**src/rtl/wb_down_seq.sv**
```systemverilog
// Wide-to-narrow Wishbone sequencer: splits one wide access into one narrow beat per
// active 32-bit lane (lowest first), gathers read data, and returns a single ack or err.
module wb_down_seq #(
    parameter int AW      = 32,
    parameter int SDW     = 128,
    parameter int MDW     = 32,
    parameter int TIMEOUT = 255
) (
    input  logic              i_clk,
    input  logic              i_rst_n,
    input  logic [AW-1:0]     i_s_wb_adr,
    input  logic [SDW/8-1:0]  i_s_wb_sel,
    input  logic              i_s_wb_we,
    input  logic [SDW-1:0]    i_s_wb_dat,
    output logic [SDW-1:0]    o_s_wb_dat,
    input  logic              i_s_wb_cyc,
    input  logic              i_s_wb_stb,
    output logic              o_s_wb_ack,
    output logic              o_s_wb_err,
    output logic [AW-1:0]     o_m_wb_adr,
    output logic [MDW/8-1:0]  o_m_wb_sel,
    output logic              o_m_wb_we,
    output logic [MDW-1:0]    o_m_wb_dat,
    input  logic [MDW-1:0]    i_m_wb_dat,
    output logic              o_m_wb_cyc,
    output logic              o_m_wb_stb,
    input  logic              i_m_wb_ack,
    input  logic              i_m_wb_err,
    output logic [1:0]        o_dbg_state
);
    localparam int SSW  = SDW / 8;
    localparam int MSW  = MDW / 8;
    localparam int NL   = SDW / MDW;
    localparam int LSDW = $clog2(SDW / 8);
    localparam int LMDW = $clog2(MDW / 8);
    localparam int LW   = LSDW - LMDW;
    localparam int TW   = (TIMEOUT > 1) ? $clog2(TIMEOUT + 1) : 1;

    typedef enum logic [1:0] {
        S_IDLE  = 2'd0,
        S_BEAT  = 2'd1,
        S_RESP  = 2'd2,
        S_ABORT = 2'd3
    } state_t;

    state_t            state_q, state_d;
    logic [AW-1:LSDW]  adr_q, adr_d;
    logic              we_q, we_d;
    logic [SDW-1:0]    wdat_q, wdat_d;
    logic [SSW-1:0]    sel_q, sel_d;
    logic [NL-1:0]     mask_q, mask_d;
    logic [LW-1:0]     lane_q, lane_d;
    logic [SDW-1:0]    rbuf_q, rbuf_d;
    logic              err_q, err_d;
    logic [TW-1:0]     tcnt_q, tcnt_d;

    logic [SDW-1:0]    s_dat_q, s_dat_d;
    logic              s_ack_q, s_ack_d;
    logic              s_err_q, s_err_d;
    logic [AW-1:0]     m_adr_q, m_adr_d;
    logic [MSW-1:0]    m_sel_q, m_sel_d;
    logic              m_we_q, m_we_d;
    logic [MDW-1:0]    m_dat_q, m_dat_d;
    logic              m_cyc_q, m_cyc_d;

    logic [NL-1:0]     req_mask;
    logic              timeout;
    logic              unused_adr_lo;

    assign unused_adr_lo = ^i_s_wb_adr[LSDW-1:0];

    function automatic logic [LW-1:0] lowest_lane(input logic [NL-1:0] m);
        lowest_lane = '0;
        for (int k = NL - 1; k >= 0; k--) begin
            if (m[k]) lowest_lane = LW'(k);
        end
    endfunction

    always_comb begin
        req_mask = '0;
        for (int k = 0; k < NL; k++) begin
            req_mask[k] = |i_s_wb_sel[k*MSW +: MSW];
        end
    end

    // Fires on the TIMEOUT-th cycle of a beat that sees neither ack nor err.
    assign timeout = (TIMEOUT != 0) && (tcnt_q == TW'(TIMEOUT - 1));

    always_comb begin
        state_d = state_q;
        adr_d   = adr_q;
        we_d    = we_q;
        wdat_d  = wdat_q;
        sel_d   = sel_q;
        mask_d  = mask_q;
        lane_d  = lane_q;
        rbuf_d  = rbuf_q;
        err_d   = err_q;
        tcnt_d  = tcnt_q;
        s_dat_d = s_dat_q;
        s_ack_d = 1'b0;
        s_err_d = 1'b0;

        case (state_q)
            S_IDLE: begin
                if (i_s_wb_cyc && i_s_wb_stb) begin
                    adr_d   = i_s_wb_adr[AW-1:LSDW];
                    we_d    = i_s_wb_we;
                    wdat_d  = i_s_wb_dat;
                    sel_d   = i_s_wb_sel;
                    mask_d  = req_mask;
                    lane_d  = lowest_lane(req_mask);
                    rbuf_d  = '0;
                    err_d   = 1'b0;
                    tcnt_d  = '0;
                    s_dat_d = '0;
                    state_d = (req_mask == '0) ? S_RESP : S_BEAT;
                end
            end
            S_BEAT: begin
                if (!i_s_wb_cyc) begin
                    state_d = S_ABORT;
                end else if (i_m_wb_err) begin
                    err_d   = 1'b1;
                    mask_d  = '0;
                    state_d = S_RESP;
                end else if (i_m_wb_ack) begin
                    if (!we_q) rbuf_d[lane_q*MDW +: MDW] = i_m_wb_dat;
                    mask_d = mask_q & ~(NL'(1) << lane_q);
                    tcnt_d = '0;
                    if (mask_d == '0) state_d = S_RESP;
                    else              lane_d  = lowest_lane(mask_d);
                end else if (timeout) begin
                    err_d   = 1'b1;
                    mask_d  = '0;
                    state_d = S_RESP;
                end else begin
                    tcnt_d = tcnt_q + 1'b1;
                end
            end
            S_RESP:  state_d = S_IDLE;
            S_ABORT: state_d = S_IDLE;
            default: state_d = S_IDLE;
        endcase

        // Outputs are registered, so they are derived from the next-state values.
        if (state_d == S_RESP) begin
            s_ack_d = !err_d;
            s_err_d = err_d;
            s_dat_d = we_d ? '0 : rbuf_d;
        end

        m_cyc_d = (state_d == S_BEAT);
        m_adr_d = '0;
        m_sel_d = '0;
        m_we_d  = 1'b0;
        m_dat_d = '0;
        if (state_d == S_BEAT) begin
            m_adr_d = {adr_d, lane_d, {LMDW{1'b0}}};
            m_sel_d = sel_d[lane_d*MSW +: MSW];
            m_we_d  = we_d;
            m_dat_d = wdat_d[lane_d*MDW +: MDW];
        end
    end

    always_ff @(posedge i_clk or negedge i_rst_n) begin
        if (!i_rst_n) begin
            state_q <= S_IDLE;
            adr_q   <= '0;
            we_q    <= 1'b0;
            wdat_q  <= '0;
            sel_q   <= '0;
            mask_q  <= '0;
            lane_q  <= '0;
            rbuf_q  <= '0;
            err_q   <= 1'b0;
            tcnt_q  <= '0;
            s_dat_q <= '0;
            s_ack_q <= 1'b0;
            s_err_q <= 1'b0;
            m_adr_q <= '0;
            m_sel_q <= '0;
            m_we_q  <= 1'b0;
            m_dat_q <= '0;
            m_cyc_q <= 1'b0;
        end else begin
            state_q <= state_d;
            adr_q   <= adr_d;
            we_q    <= we_d;
            wdat_q  <= wdat_d;
            sel_q   <= sel_d;
            mask_q  <= mask_d;
            lane_q  <= lane_d;
            rbuf_q  <= rbuf_d;
            err_q   <= err_d;
            tcnt_q  <= tcnt_d;
            s_dat_q <= s_dat_d;
            s_ack_q <= s_ack_d;
            s_err_q <= s_err_d;
            m_adr_q <= m_adr_d;
            m_sel_q <= m_sel_d;
            m_we_q  <= m_we_d;
            m_dat_q <= m_dat_d;
            m_cyc_q <= m_cyc_d;
        end
    end

    assign o_s_wb_dat  = s_dat_q;
    assign o_s_wb_ack  = s_ack_q;
    assign o_s_wb_err  = s_err_q;
    assign o_m_wb_adr  = m_adr_q;
    assign o_m_wb_sel  = m_sel_q;
    assign o_m_wb_we   = m_we_q;
    assign o_m_wb_dat  = m_dat_q;
    assign o_m_wb_cyc  = m_cyc_q;
    assign o_m_wb_stb  = m_cyc_q;
    assign o_dbg_state = state_q;

endmodule

```
**config.mk**
```make
export PLATFORM = sky130hd
export DESIGN_NAME = wb_down_seq
export DESIGN_NICKNAME = d
export VERILOG_FILES = /design/src/rtl/wb_down_seq.sv
export SDC_FILE = /design/constraint.sdc
export NUM_CORES = 1
export LEC_CHECK = 0
export ABC_AREA = 1
export CAP_MARGIN = 20
export CORE_ASPECT_RATIO = 1.4
export CORE_MARGIN = 2
export CORE_UTILIZATION = 43
export DETAILED_ROUTE_END_ITERATION = 16
export PLACE_DENSITY_LB_ADDON = 0.08
export SETUP_SLACK_MARGIN = 0.2
export SYNTH_ARGS = -nofsm -noshare
export SYNTH_HDL_FRONTEND = slang
export SYNTH_SLANG_ARGS = --single-unit
```
**constraint.sdc**
```tcl
create_clock -name i_clk -period 6.3 [get_ports i_clk]
set_clock_uncertainty 0.1 [all_clocks]
set_input_delay 1.575 -clock i_clk [delete_from_list [all_inputs] [get_ports i_clk]]
set_output_delay 1.575 -clock i_clk [all_outputs]
set_load 0.005 [all_outputs]
```
* Word level (Yosys, flattened, before mapping)
Cells that the tools add are included.
Storage, ports and cells: bits of input ports 215, bits in registers 518
Operators by class: bitwise operators 2, shift operators 5, reduce and logical (&&, ||, !) cells 16, add/sub/neg operators 2, equal/unequal tests 11, muxes and demuxes 65
Operator list (number):
- 128-bit two-way mux | 11
- 128-bit one-hot mux with 2 select lines | 1
- 128-bit bitwise mux | 1
- 32-bit by 34-bit variable shift with 128-bit output (first input constant) | 1
- 128-bit by 8-bit variable part select with 32-bit output | 1
- 32-bit by 34-bit variable part select with 128-bit output | 1
- 32-bit two-way mux | 2
- 28-bit two-way mux | 2
- 2-bit two-way mux | 20
- 8-bit two-way mux | 5
- 7-bit negator with 34-bit output | 1
- 16-bit two-way mux | 2
- 4-bit two-way mux | 6
- 8-bit one-hot mux with 2 select lines | 1
- 4-bit OR reduction | 4
- 16-bit by 5-bit variable part select with 4-bit output | 1
- 1-bit two-way mux | 10
- 8-bit by 1-bit adder with 8-bit output (second input constant) | 1
- 8-bit equality test (second input constant) | 1
- 4-bit zero test | 2
- 4-bit one-hot mux with 2 select lines | 1
- 2-bit equality test (second input constant) | 3
- 2-bit != test (second input constant) | 3
- 2-bit one-hot mux with 3 select lines | 1
- 16 further kinds | 19

* Longest topological paths before layout
Gate-level depths: netlist of the first run.
depth after elaboration 14, gate-level depth with buffers 15, mapped depth without buffers 13

* Worst setup path before layout of the first run
No wires, ideal clock.
path type input to register, start input i_s_wb_sel[9], end register s_dat_q[17] (netlist: o_s_wb_dat[17]), setup slack 3.304 ns, data required time 6.134 ns, data arrival time 2.829 ns, cell stages on the path 9, cells stage by stage inv_1 nand2_1 nor2_2 nand2_1 o31ai_2 buf_2 buf_1 nand4_1 nand2_1
Between the ends: word-level cells in the longest chain between the ends 8
RTL lines:
- from (decl) | line 12 | input logic [SDW/8-1:0] i_s_wb_sel,
- 4-bit OR reduction * | line 82 | req_mask[k] = |i_s_wb_sel[k*MSW +: MSW];
- 4-bit zero test * | line 117 | state_d = (req_mask == '0) ? S_RESP : S_BEAT;
- 2-bit two-way mux * | line 117
- 2-bit two-way mux * | line 106 | if (i_s_wb_cyc && i_s_wb_stb) begin
- 2-bit one-hot mux with 3 select lines * | line 104 | case (state_q)
- 2-bit equality test * | line 147 | if (state_d == S_RESP) begin
- 2-bit nonzero test (no source line)
- 2-bit AND reduction (no source line)
- to (signal assigned) | line 197 | s_dat_q <= s_dat_d;
- to (decl) | line 57 | logic [SDW-1:0] s_dat_q, s_dat_d;
Every way passes the cells marked *; elsewhere a longest branch is shown, timed or not. A chain may end at the register's enable or synchronous reset.

* Worst setup path after layout of the first run
start input i_s_wb_cyc, end register s_dat_q[88] (netlist: o_s_wb_dat[88])
Between the ends: word-level cells in the longest chain between the ends 6
RTL lines:
- from (decl) | line 16 | input logic i_s_wb_cyc,
- 1-bit logical AND | line 106
- 2-bit two-way mux | line 106
- 2-bit one-hot mux with 3 select lines | line 104
- 2-bit equality test | line 147
- 2-bit nonzero test (no source line)
- 2-bit AND reduction (no source line)
Parallel ways exist; a longest one is shown, timed or not.

==> flow_summary.json, run 1 <==
{
  "crit_required_ns": 6.68,
  "clk_pin_slew_worst_paths_ns": 0.06,
  "pre_cts_ws_ns": 1.055,
  "reg2reg_from": "lane_q[0]",
  "ff2ff_path_depth": 14,
  "syn_to_final_growth_pct": 27.21,
  "drive_gt1_frac": 0.1081,
  "cts_hold_buf": 0,
  "start_util": 0.4365,
  "highest_layer": "met5",
  "io_pins": 418,
  "grt_usage": 0.2753,
  "wl_met3_microns": 5627,
  "p_int_mw": 7.613,
  "synth.area.top_cells": "dfrtp_1 55%, nand2_1 9.5%, nand4_1 5.6%",
  "p_seq_frac": 0.348,
  "wl_met2_microns": 39490,
  "yosys_warnings": 0,
  "p_leak_nw": 14.34,
  "worst_pin_slew_ns": 0.9950,
  "cts_made_buffers": 53,
  "finalMaxSlewViolations": 0,
  "rows": 100,
  "drt_first_pass_iters": 5,
  "dieArea_sq_mm": 0.05601,
  "drtIter0Drc": 1424,
  "syn_area_per_cell_sq_um": 8.688,
  "p_sw_mw": 4.668,
  "root_buffer": "clkbuf_16",
  "grt_pass1_wl_microns": 119100,
  "rr_endpoint": "o_m_wb_sel[3]",
  "vias": 19960,
  "crit_fanout": 92,
  "fmax_ghz": 0.2160,
  "final_cell_mix": "583 x nand2_1, 516 x dfrtp_1, 410 x clkdlybuf4s50_1",
  "hold_path.class": "reg2reg",
  "cts_tree": "done",
  "synth.ff_latch_count": 516,
  "final_common_cell": "nand2_1",
  "coreArea_sq_mm": 0.05330,
  "htree_levels": 2,
  "detail_route.wirelength_microns": 77980,
  "power_density_mw_per_mm2": 414.9,
  "vdd_drop_max_mv": 0.3003,
  "die_h_microns": 279.2,
  "final_util": 0.5553,
  "m1WireLength_microns": 28710,
  "swShare": 0.3801,
  "period_needed_ns": 4.629,
  "setup_ws_ns": 1.671,
  "power_mw": 12.28,
  "cts_resized": 0,
  "setup_tns_ns": 0,
  "grt_max_degree": 139,
  "fp.dieW_microns": 200.6,
  "routedWlPerCell_microns": 20.83,
  "yosysTopAreaCell": "dfrtp_1",
  "syn_inst": 2678,
  "place_area_sq_mm": 0.02770,
  "power_frac_clock": 0.273,
  "finalHoldViolCount": 0,
  "synth.distinct_cells": 41,
  "slew_headroom": 0.3367,
  "crit_path_end": "o_s_wb_dat[88]",
  "crit_arrival_ns": 5.01,
  "min_from": "rbuf_q[103]",
  "rsz0062_at_grt": "no",
  "vias_per_cell": 5.332,
  "cap_violations": 0,
  "clockBufferDepth": 3,
  "port_buffers": 411,
  "place_hpwl_microns": 51020,
  "critPathCaptureType": "flop",
  "fin_crit_sh": 0.7348,
  "cts_setup_buffers": 0,
  "overflow": 0,
  "critPathLaunch": "i_s_wb_cyc",
  "finish.instance_area_sq_mm": 0.02960,
  "status": "completed",
  "antenna_left": 0,
  "setup_viol": 0,
  "ys_seq_area_frac": 0.5550,
  "clk_latency_ns": 0.60,
  "start_kind": "input port",
  "grt_pass1_vias": 19990,
  "antenna_found_initial": 17,
  "gp_congestion": 0.9022,
  "p_comb_frac": 0.379,
  "yosysTopAreaCellShare": 0.5550,
  "reg2reg_slack_ns": 2.27,
  "syn-cell-area_sq_mm": 0.02327,
  "final_nets": 3208,
  "cts.sinks": 516,
  "criticalPathCategory": "in2reg",
  "drc": 0
}
[metrics by stage]
step,hold slack [ns],instances
floorplan,0.3369,2679
global placement,0.3486,3640
detailed placement,0.3542,3640
CTS,0.3686,3738
global route,0.3902,3743
finish,0.3641,3743
[cell usage after synthesis (all sizes together)]
library cell  number
a21oi            167
a2bb2oi            1
buf              115
clkbuf            85
conb               1
dfrtp            516
ha                10
inv              258
nand2            613
nand3            245
nand3b             1
nand4            209
nor2              74
nor3               9
nor3b              2
nor4               1
o211ai             1
o21a               2
o21ai            188
o22ai              4
o31ai              2
or2              173
xor2               1
[power by group through the flow]
stage / Clock [mW] / Combinational (mW) / Sequential [mW]
2_1_floorplan: 0 / 2.95 / 4.29
3_3_place_gp: 0 / 4.60 / 4.30
3_5_place_dp: 0 / 4.66 / 4.33
4_1_cts: 3.42 / 4.69 / 4.27
5_1_grt: 3.56 / 5.10 / 4.34
6_report: 3.36 / 4.65 / 4.27
[state kept, by name, summed over array words and instances, names as in the netlist, 2 cells and up]
| name | flops |
|---|---|
| tcnt_q | 8 |
| adr_q | 28 |
| o_m_wb_dat | 32 |
| o_dbg_state | 2 |
| o_m_wb_adr | 30 |
| sel_q | 16 |
| lane_q | 2 |
| rbuf_q | 128 |
| o_m_wb_sel | 4 |
| wdat_q | 128 |
| o_s_wb_dat | 128 |
| mask_q | 4 |
[how the worst min path moves through the flow]
stage / endpoint / slack, ns / cells after the start
final: rbuf_q[103] / 0.36 / 2
after CTS: rbuf_q[117] / 0.37 / 2
after global placement: rbuf_q[114] / 0.35 / 2
after floorplan: rbuf_q[100] / 0.34 / 2
after detailed placement: rbuf_q[127] / 0.35 / 2
after global routing: rbuf_q[32] / 0.39 / 2
[critical path: stages]
cell,delay (ns)
clkdlybuf4s50_1,0.66
nand2_2,0.13
inv_2,0.12
nand2_8,0.32
inv_4,0.31
nand4_1,0.26
nand2_4,0.35
nand3_4,0.49
buf_4,0.48
nand3_1,0.14
nand2_1,0.07
[area by class of cell]
cell class              count  area (sq um)
diodes                      3         7.507
clock buffers              77          1559
clock inverters            21         294.0
fillers                  4999         23700
inverters                 258         970.9
multi-input cells        1705          8494
flip-flops and latches    516         12910
well taps                 714         893.4
repair buffers            449          4466
[logic make-up after synthesis]
| logic type | Yosys count | synth area share |
|---|---|---|
| buffers and inverters | 458 | 0.08379 |
| and+or+nand+nor | 1327 | 0.2755 |
| AOI/OAI and AO/OA | 365 | 0.07981 |
| DFF | 516 | 0.5550 |
| other | 1 | 0.0001612 |
| adders and majority gates | 10 | 0.005378 |
| xor gates and xnor gates | 1 | 0.0003765 |
[metal layers]
| layer | GRT usage | up-vias |
|---|---|---|
| li1 | - | 9378 |
| met1 | 0.3188 | 9701 |
| met2 | 0.4773 | 668 |
| met3 | 0.06676 | 185 |
| met4 | 0.1366 | 26 |
| met5 | 0 | - |
Note: power is estimated with default switching activity, not from simulation.
==> inputs of run 2 (changes only) <==
clock period = 4.4 ns   (was 6.3 ns; I/O delays follow)
==> run 2 against run 1 <==
  * Combinational power increased by 46%
  * Clock power rose by 38%
  * Final cell count barely moved
  * First-iteration DRC count is essentially flat
  * Critical path type unchanged
  * Largest cell class unchanged
  * Largest power group unchanged
==> flow_summary.json, run 2 (same netlist as run 1, synthesis figures left out) <==
{
  "status": "completed",
  "crit_path_end": "o_s_wb_dat[17]",
  "syn_to_final_growth_pct": 27.42,
  "finalMaxSlewViolations": 0,
  "fmax_ghz": 0.2788,
  "detail_route.wirelength_microns": 78650,
  "p_seq_frac": 0.349,
  "final_common_cell": "nand2_1",
  "p_int_mw": 10.84,
  "dieArea_sq_mm": 0.05601,
  "finalHoldViolCount": 0,
  "antenna_found_initial": 13,
  "vdd_drop_max_mv": 0.4480,
  "crit_required_ns": 4.79,
  "drtIter0Drc": 1425,
  "start_util": 0.4365,
  "root_buffer": "clkbuf_16",
  "setup_tns_ns": 0,
  "grt_pass1_wl_microns": 120000,
  "grt_usage": 0.2776,
  "cts_resized": 0,
  "clockBufferDepth": 3,
  "routedWlPerCell_microns": 21.03,
  "finish.instance_area_sq_mm": 0.02964,
  "drc": 0,
  "port_buffers": 411,
  "htree_levels": 2,
  "critPathLaunch": "i_s_wb_cyc",
  "drt_first_pass_iters": 5,
  "cts_made_buffers": 53,
  "n_fill_cell": 4965,
  "ff2ff_path_depth": 11,
  "cts.sinks": 516,
  "period_needed_ns": 3.587,
  "power_density_mw_per_mm2": 591.7,
  "cts_tree": "done",
  "coreArea_sq_mm": 0.05330,
  "p_comb_frac": 0.386,
  "worst_pin_slew_ns": 0.9441,
  "place_area_sq_mm": 0.02787,
  "cap_violations": 0,
  "antenna_left": 0,
  "rr_endpoint": "o_s_wb_dat[89]",
  "power_frac_clock": 0.265,
  "final_util": 0.5562,
  "reg2reg_slack_ns": 1.24,
  "crit_arrival_ns": 3.98,
  "cts_setup_buffers": 0,
  "reg2reg_from": "lane_q[1]",
  "setup_viol": 0,
  "criticalPathCategory": "in2reg",
  "clk_latency_ns": 0.61,
  "final_cell_mix": "583 x nand2_1, 516 x dfrtp_1, 410 x clkdlybuf4s50_1",
  "io_pins": 418,
  "die_h_microns": 279.2,
  "clk_pin_slew_worst_paths_ns": 0.06,
  "overflow": 0,
  "fp.dieW_microns": 200.6,
  "start_kind": "input port",
  "grt_max_degree": 130,
  "crit_fanout": 97,
  "hold_path.class": "in2async",
  "rsz0062_at_grt": "no",
  "cts_hold_buf": 0,
  "vias_per_cell": 5.364,
  "place_hpwl_microns": 51920,
  "hold_ws_ns": 0.3455,
  "vias": 20060,
  "rows": 100,
  "drive_gt1_frac": 0.1065,
  "p_sw_mw": 6.701,
  "swShare": 0.3820,
  "slew_headroom": 0.3652,
  "gp_congestion": 0.8785,
  "fin_crit_sh": 0.8152,
  "p_leak_nw": 14.35,
  "grt_pass1_vias": 20100,
  "final_nets": 3211,
  "critPathCaptureType": "flop"
}
-- run 2: how the worst min path moves through the flow --
| stage | from | end | slack, ns | cells past startpoint |
|---|---|---|---|---|
| CTS | i_rst_n | adr_q[31] | 0.33 | 1 |
| floorplan | rbuf_q[100] | rbuf_q[100] | 0.34 | 2 |
| global placement | rbuf_q[98] | rbuf_q[98] | 0.35 | 2 |
| finish | i_rst_n | o_s_wb_dat[85] | 0.35 | 1 |
| global route | i_rst_n | o_m_wb_dat[28] | 0.35 | 1 |
| detailed placement | rbuf_q[114] | rbuf_q[114] | 0.35 | 2 |
-- run 2: power by group through the flow --
stage / Sequential, mW / Combinational [mW] / Clock, mW
final: 6.12 / 6.77 / 4.65
after global routing: 6.22 / 7.44 / 4.91
after CTS: 6.13 / 6.84 / 4.73
after detailed placement: 6.21 / 6.80 / 0
after global placement: 6.16 / 6.70 / 0
after floorplan: 6.14 / 4.22 / 0
-- run 2: critical path, cell delays in order --
cell and delay [ns]:
clkdlybuf4s50_1 0.67, nand2_2 0.12, inv_2 0.12, nand2_8 0.21
inv_4 0.23, nand4_1 0.25, nand2_4 0.18, nand3_4 0.35
buf_12 0.37, nand3_1 0.16, nand2_1 0.07
-- run 2: final cells by class --
cell class	count	area, sq um	share of cell area
sequential	516	12910	0.4356
multi-input combinational	1705	8494	0.2865
timing repair buffer	452	4602	0.1552
clock buffer	79	1534	0.05175
inverter	258	970.9	0.03275
tap	714	893.4	0.03014
clock inverter	14	232.7	0.007850
antenna	2	5.005	0.0001688
-- run 2: metal layers --
| layer | wire [microns] | global-route usage |
|---|---|---|
| met4 | 3123 | 0.1058 |
| met2 | 40750 | 0.4963 |
| met1 | 29240 | 0.3224 |
| met3 | 5399 | 0.06583 |
| met5 | 130 | 0 |
-- run 2: per-stage QoR --
step,instances,power [mW],setup slack (ns)
after detailed placement,3645,13.01,0.2157
after global placement,3645,12.86,0.2953
after floorplan,2679,10.36,1.879
after global routing,3739,18.57,0.6653
after CTS,3738,17.69,0.8477
final,3740,17.54,0.8133
